===== src/rtl/fft8_pipe.sv =====
`timescale 1ns/1ps
// Three-stage pipelined 8-point radix-2 DIT FFT/IFFT with a single advance
// enable; each stage register carries data, a valid bit and the mode bit.
module fft8_pipe #(
  parameter int DW  = 12,
  parameter int TWW = 9
) (
  input  logic            clk,
  input  logic            rst_n,
  input  logic            in_valid,
  output logic            in_ready,
  input  logic            in_inv,
  input  logic [8*DW-1:0] in_r,
  input  logic [8*DW-1:0] in_i,
  output logic            out_valid,
  input  logic            out_ready,
  output logic [8*DW-1:0] out_r,
  output logic [8*DW-1:0] out_i,
  output logic            out_inv
);
  localparam int VW = 8 * DW;
  localparam int PW = DW + TWW + 1;
  localparam logic signed [TWW-1:0] C_Q8 = TWW'(181);

  typedef logic signed [DW-1:0] smp_t;

  // (s * 1/sqrt2) with floor, wrapped back to sample width.
  function automatic smp_t mul_c(input logic signed [DW:0] s);
    logic signed [PW-1:0] prod;
    prod = PW'(s) * PW'(C_Q8);
    return smp_t'(prod >>> 8);
  endfunction

  function automatic logic [2*DW-1:0] twiddle(input logic [1:0] k, input logic inv,
                                              input smp_t xr, input smp_t xi);
    logic signed [DW:0] xe, ye, p, m, n, q;
    smp_t rr, ri;
    xe = {xr[DW-1], xr};
    ye = {xi[DW-1], xi};
    p  = xe + ye;
    m  = xe - ye;
    n  = ye - xe;
    q  = -xe - ye;
    rr = xr;
    ri = xi;
    case (k)
      2'd1: if (inv) begin rr = mul_c(m); ri = mul_c(p); end
            else     begin rr = mul_c(p); ri = mul_c(n); end
      2'd2: if (inv) begin rr = -xi; ri = xr;  end
            else     begin rr = xi;  ri = -xr; end
      2'd3: if (inv) begin rr = mul_c(q); ri = mul_c(m); end
            else     begin rr = mul_c(n); ri = mul_c(q); end
      default: ;
    endcase
    return {rr, ri};
  endfunction

  // One butterfly column; span is 1 << hl, twiddle index scales with span.
  function automatic logic [2*VW-1:0] bfly_stage(input logic [VW-1:0] vr, input logic [VW-1:0] vi,
                                                 input int hl, input logic inv);
    logic [VW-1:0] yr, yi;
    smp_t ur, ui, tr, ti;
    logic [1:0] tw;
    int h, bot;
    h  = 1 << hl;
    yr = vr;
    yi = vi;
    for (int k = 0; k < 8; k++) begin
      if ((k & h) == 0) begin
        bot = k + h;
        tw  = 2'((k & (h - 1)) << (2 - hl));
        {tr, ti} = twiddle(tw, inv, vr[bot*DW +: DW], vi[bot*DW +: DW]);
        ur = vr[k*DW +: DW];
        ui = vi[k*DW +: DW];
        yr[k*DW +: DW]   = ur + tr;
        yi[k*DW +: DW]   = ui + ti;
        yr[bot*DW +: DW] = ur - tr;
        yi[bot*DW +: DW] = ui - ti;
      end
    end
    return {yr, yi};
  endfunction

  function automatic int bitrev3(input int k);
    return ((k & 1) << 2) | (k & 2) | ((k >> 2) & 1);
  endfunction

  logic [VW-1:0] rev_r, rev_i, st1_r, st1_i, st2_r, st2_i, st3_r, st3_i, sc_r, sc_i;
  logic [VW-1:0] s1_r, s1_i, s2_r, s2_i;
  logic          s1_v, s1_inv, s2_v, s2_inv;
  logic          adv;

  // Handshake: a vector moves on an edge where valid & ready; the whole
  // pipeline advances only when the output slot is empty or being consumed.
  assign adv      = ~out_valid | out_ready;
  assign in_ready = adv;

  always_comb begin
    rev_r = '0;
    rev_i = '0;
    for (int k = 0; k < 8; k++) begin
      rev_r[k*DW +: DW] = in_r[bitrev3(k)*DW +: DW];
      rev_i[k*DW +: DW] = in_i[bitrev3(k)*DW +: DW];
    end
    {st1_r, st1_i} = bfly_stage(rev_r, rev_i, 0, in_inv);
    {st2_r, st2_i} = bfly_stage(s1_r, s1_i, 1, s1_inv);
    {st3_r, st3_i} = bfly_stage(s2_r, s2_i, 2, s2_inv);
  end

  // Inverse results are divided by 8 (floor) after the last column.
  always_comb begin
    smp_t tr, ti;
    sc_r = st3_r;
    sc_i = st3_i;
    for (int k = 0; k < 8; k++) begin
      tr = st3_r[k*DW +: DW];
      ti = st3_i[k*DW +: DW];
      if (s2_inv) begin
        sc_r[k*DW +: DW] = tr >>> 3;
        sc_i[k*DW +: DW] = ti >>> 3;
      end
    end
  end

  always_ff @(posedge clk or negedge rst_n) begin
    if (!rst_n) begin
      s1_v      <= 1'b0;
      s1_inv    <= 1'b0;
      s1_r      <= '0;
      s1_i      <= '0;
      s2_v      <= 1'b0;
      s2_inv    <= 1'b0;
      s2_r      <= '0;
      s2_i      <= '0;
      out_valid <= 1'b0;
      out_inv   <= 1'b0;
      out_r     <= '0;
      out_i     <= '0;
    end else if (adv) begin
      s1_v      <= in_valid;
      s1_inv    <= in_inv;
      s1_r      <= st1_r;
      s1_i      <= st1_i;
      s2_v      <= s1_v;
      s2_inv    <= s1_inv;
      s2_r      <= st2_r;
      s2_i      <= st2_i;
      out_valid <= s2_v;
      out_inv   <= s2_inv;
      out_r     <= sc_r;
      out_i     <= sc_i;
    end
  end
endmodule


===== config.mk =====
export PLATFORM = sky130hd
export DESIGN_NAME = fft8_pipe
export DESIGN_NICKNAME = d
export VERILOG_FILES = /design/src/rtl/fft8_pipe.sv
export SDC_FILE = /design/constraint.sdc
export NUM_CORES = 2
export LEC_CHECK = 0
export BUFFER_PORTS_ARGS = -buffer_cell sky130_fd_sc_hd__buf_2
export CORE_MARGIN = 4
export CORE_UTILIZATION = 50
export CTS_CLUSTER_DIAMETER = 200
export DETAILED_ROUTE_END_ITERATION = 12
export HOLD_SLACK_MARGIN = 0.1
export PLACE_DENSITY = 0.68
export SLEW_MARGIN = 20
export SYNTH_ARGS = -nofsm -noshare
export SYNTH_HDL_FRONTEND = slang
export SYNTH_SLANG_ARGS = --single-unit

===== constraint.sdc =====
create_clock -name clk -period 9.6 [get_ports clk]
set_input_delay 0.48 -clock clk [delete_from_list [all_inputs] [get_ports clk]]
set_output_delay 0.48 -clock clk [all_outputs]
set_load 0.005 [all_outputs]

==> impl_results.md <==
* Outcome: finished, final reports clean
* RSZ-0062 raised after global routing: false
* Worst setup EP type: register
* Die Ht at 353 um
* Vias per inst at 5.44
* Layout Cells excl Fill at 9019
* Final core occ at 0.556
* FILL cells at about 11000
* Total track usage at 0.288
* Crit-path most repeated cell: a21oi_1
* Initial antenna violation count at 9
* Max Transition Viols Final at 0
* Post-DRT Antenna Nets at 0
* Largest stage delay, worst path at 660 ps
* Number of flops mapped to enable cells by yosys at 0
* Final setup viols at 0
* Clock period minus worst slack at ~9000 ps
* Predominant post-synthesis flop cell: dfrtp_1
* Max Cap Viol at 0
* Largest net degree at the start of global routing at 175
* Unique masters post-synth at 80
* Crit path DAT at 9650 ps
* Slowest-stage cell, CP: or4b_2
* Final wirelength at 182 mm
* Rows at between 100 and 150
* Vias at a little under 50000
* Clock Skew at 34.1 ps
* Synth-to-layout area growth at 10.4%
* 1st-pass router iterations at 6
* Worst min-delay path category: primary input to register
* YS warnings at 0
* FMAX at 0.110 GHz
* Die area at 125000 um2
* GP Congestion at 0.948
* Vias in the first global route at 47727
* Layout cells sized above 1 at 0.0873
* Synthesized net count at 8497
* CP Max Fanout at 13
* Core ar. at 118000 um2
* Detailed-placement wirelength estimate at 151 mm
* WL per Instance at just over 20 um
* Placed instance count at about 9000
* Worst-path clk slew at 60 ps
* Sequential area share after synthesis at 0.238
* Asr flop ratio synth at 1.00
* CTS Root Cell: clkbuf_16
* Worst setup path class: register to register
* DRC Markers at 0
* CTS tree: yes
* Port bufs at 391
* CTS buffer count at 70
* CTS H-tree lvls at 3
* DR iter-0 viols at roughly 3700
* Count of final hold-check violations at 0
* Mapped Cells at 7115
* CP Launch Type: register
* Tcrit/Tclk final at 0.946
* Starting density of the core at 0.504
* Worst-Skew Late Latency at between 600 and 700 ps
* Cell Area, Synth at ~59000 um2
* First-pass GRT wire length at roughly 280 mm
* Setup tns final at 0 ps
* Clock Tree Buf Depth at 3
* Synth Register Bits at 566
* Clock sink count at ~570
* Max-slew headroom at 0.229
* Nets at 8810
* Worst slew pin tran at 1150 ps
* Top Ports at 392
* Total gr overflow at 0
* Die X at 353 um
* Worst Path Required at 10170 ps
* Synth Area per Inst at 8.36 um2
## state kept, by name, summed over array words and instances, names as in the netlist
name	flops
out_i	96
out_r	96
s1_i	92
s1_r	92
s2_i	92
s2_r	92
out_inv	1
out_valid	1
s1_inv	1
s1_v	1
s2_inv	1
s2_v	1
## critical path: cells and delay by family (launching register included)
kind	cells	cell delay, ps
flip-flops	1	410
buffers and inverters	4	380
adder cells (fa/ha/maj)	8	3210
AO/OA/AOI/OAI	13	2620
multiplexers	1	280
AND/OR/NAND/NOR	9	1740
XOR/XNOR	2	360
## per-stage QoR
| step | hold slack [ps] | area [um2] | setup slack, ps |
|---|---|---|---|
| 2_1_floorplan | 184 | 59500 | 1290 |
| 3_3_place_gp | 439 | 63000 | 441 |
| 3_5_place_dp | 451 | 63000 | 286 |
| 4_1_cts | 103 | 65600 | 240 |
| 5_1_grt | 136 | 65700 | 2.70 |
| 6_report | 153 | 65700 | 522 |
## layout by cell type, fill, tap and decap left out, drive strengths merged, types with 52 or more instances in the layout
master	Yosys	layout
and3	52	52
nand2	503	503
nand2b	64	64
dfrtp	566	566
ha	939	939
o21ai	474	474
inv	1196	1200
o31ai	106	106
nor2b	75	75
clkbuf	180	94
a21o	52	52
o21bai	130	130
xor2	186	186
nor2	608	608
xnor2	420	420
nor3	101	101
mux2i	57	57
buf	20	438
a21oi	664	664
fa	246	246
## per-layer routing
metal / up-vias / global-route usage / routed length [um]
li1: 23990 / - / -
met1: 23574 / 0.413 / 85800
met2: 1259 / 0.455 / 79600
met3: 215 / 0.0381 / 10300
met4: 8 / 0.0834 / 5910
met5: - / 0 / 57
## synth_stat cells, drive strengths merged (57+ instances only)
library cell	instances	area share
o21bai	130	0.016
inv	1196	0.075
o21ai	474	0.040
nand2	503	0.032
nor3	101	0.0085
a21oi	664	0.056
dfrtp	566	0.24
nor2	608	0.038
xor2	186	0.028
nand2b	64	0.0067
fa	246	0.083
clkbuf	180	0.011
ha	939	0.20
nor2b	75	0.0079
xnor2	420	0.062
mux2i	57	0.0097
o31ai	106	0.013
## layout make-up
class / count / area [um2] / area share
Multi-Input combinational cell: 5150 / 40100 / 0.611
Sequential cell: 566 / 14200 / 0.216
Inverter: 1199 / 4510 / 0.0687
Timing Repair Buffer: 441 / 2400 / 0.0365
Clock buffer: 94 / 2010 / 0.0307
Tap cell: 1536 / 1920 / 0.0293
Clock inverter: 32 / 559 / 0.00851
Antenna cell: 1 / 2.50 / 0.0000381
## logic make-up after synthesis
| family | share of synthesized area |
|---|---|
| xor gates and xnor gates | 0.0903 |
| AOI/OAI and AO/OA | 0.170 |
| and+or+nand+nor | 0.114 |
| DFF | 0.238 |
| adders and majority gates | 0.280 |
| buffers and inverters | 0.0884 |
| muxes | 0.0182 |
## worst paths after layout
path                            slack [ps]  cells past startpoint                     to             startpoint
worst max-delay path                   520                     37  out_r[46]$_DFFE_PN0P_   s2_r[85]$_DFFE_PN0P_
worst min-delay path                   150                      3   s1_r[84]$_DFFE_PN0P_               in_r[84]
worst max register to register         520                     37  out_r[46]$_DFFE_PN0P_   s2_r[85]$_DFFE_PN0P_
worst min register to register         460                      2  out_r[84]$_DFFE_PN0P_  out_r[84]$_DFFE_PN0P_
max in group asynchronous             6980                      4   s1_r[92]$_DFFE_PN0P_                  rst_n
min in group asynchronous              390                      2  out_i[59]$_DFFE_PN0P_                  rst_n
## what timing repair did
item                                    in CTS  in global routing
buffers inserted                             0                  4
resized for setup                            0                 10
endpoints found under the setup margin       0                 26
endpoints found under the hold margin       69                  0
hold buffers                                 3                  0
Power is not shown: default switching activity piles up to over one toggle a cycle in this logic, so the estimate is an artifact.
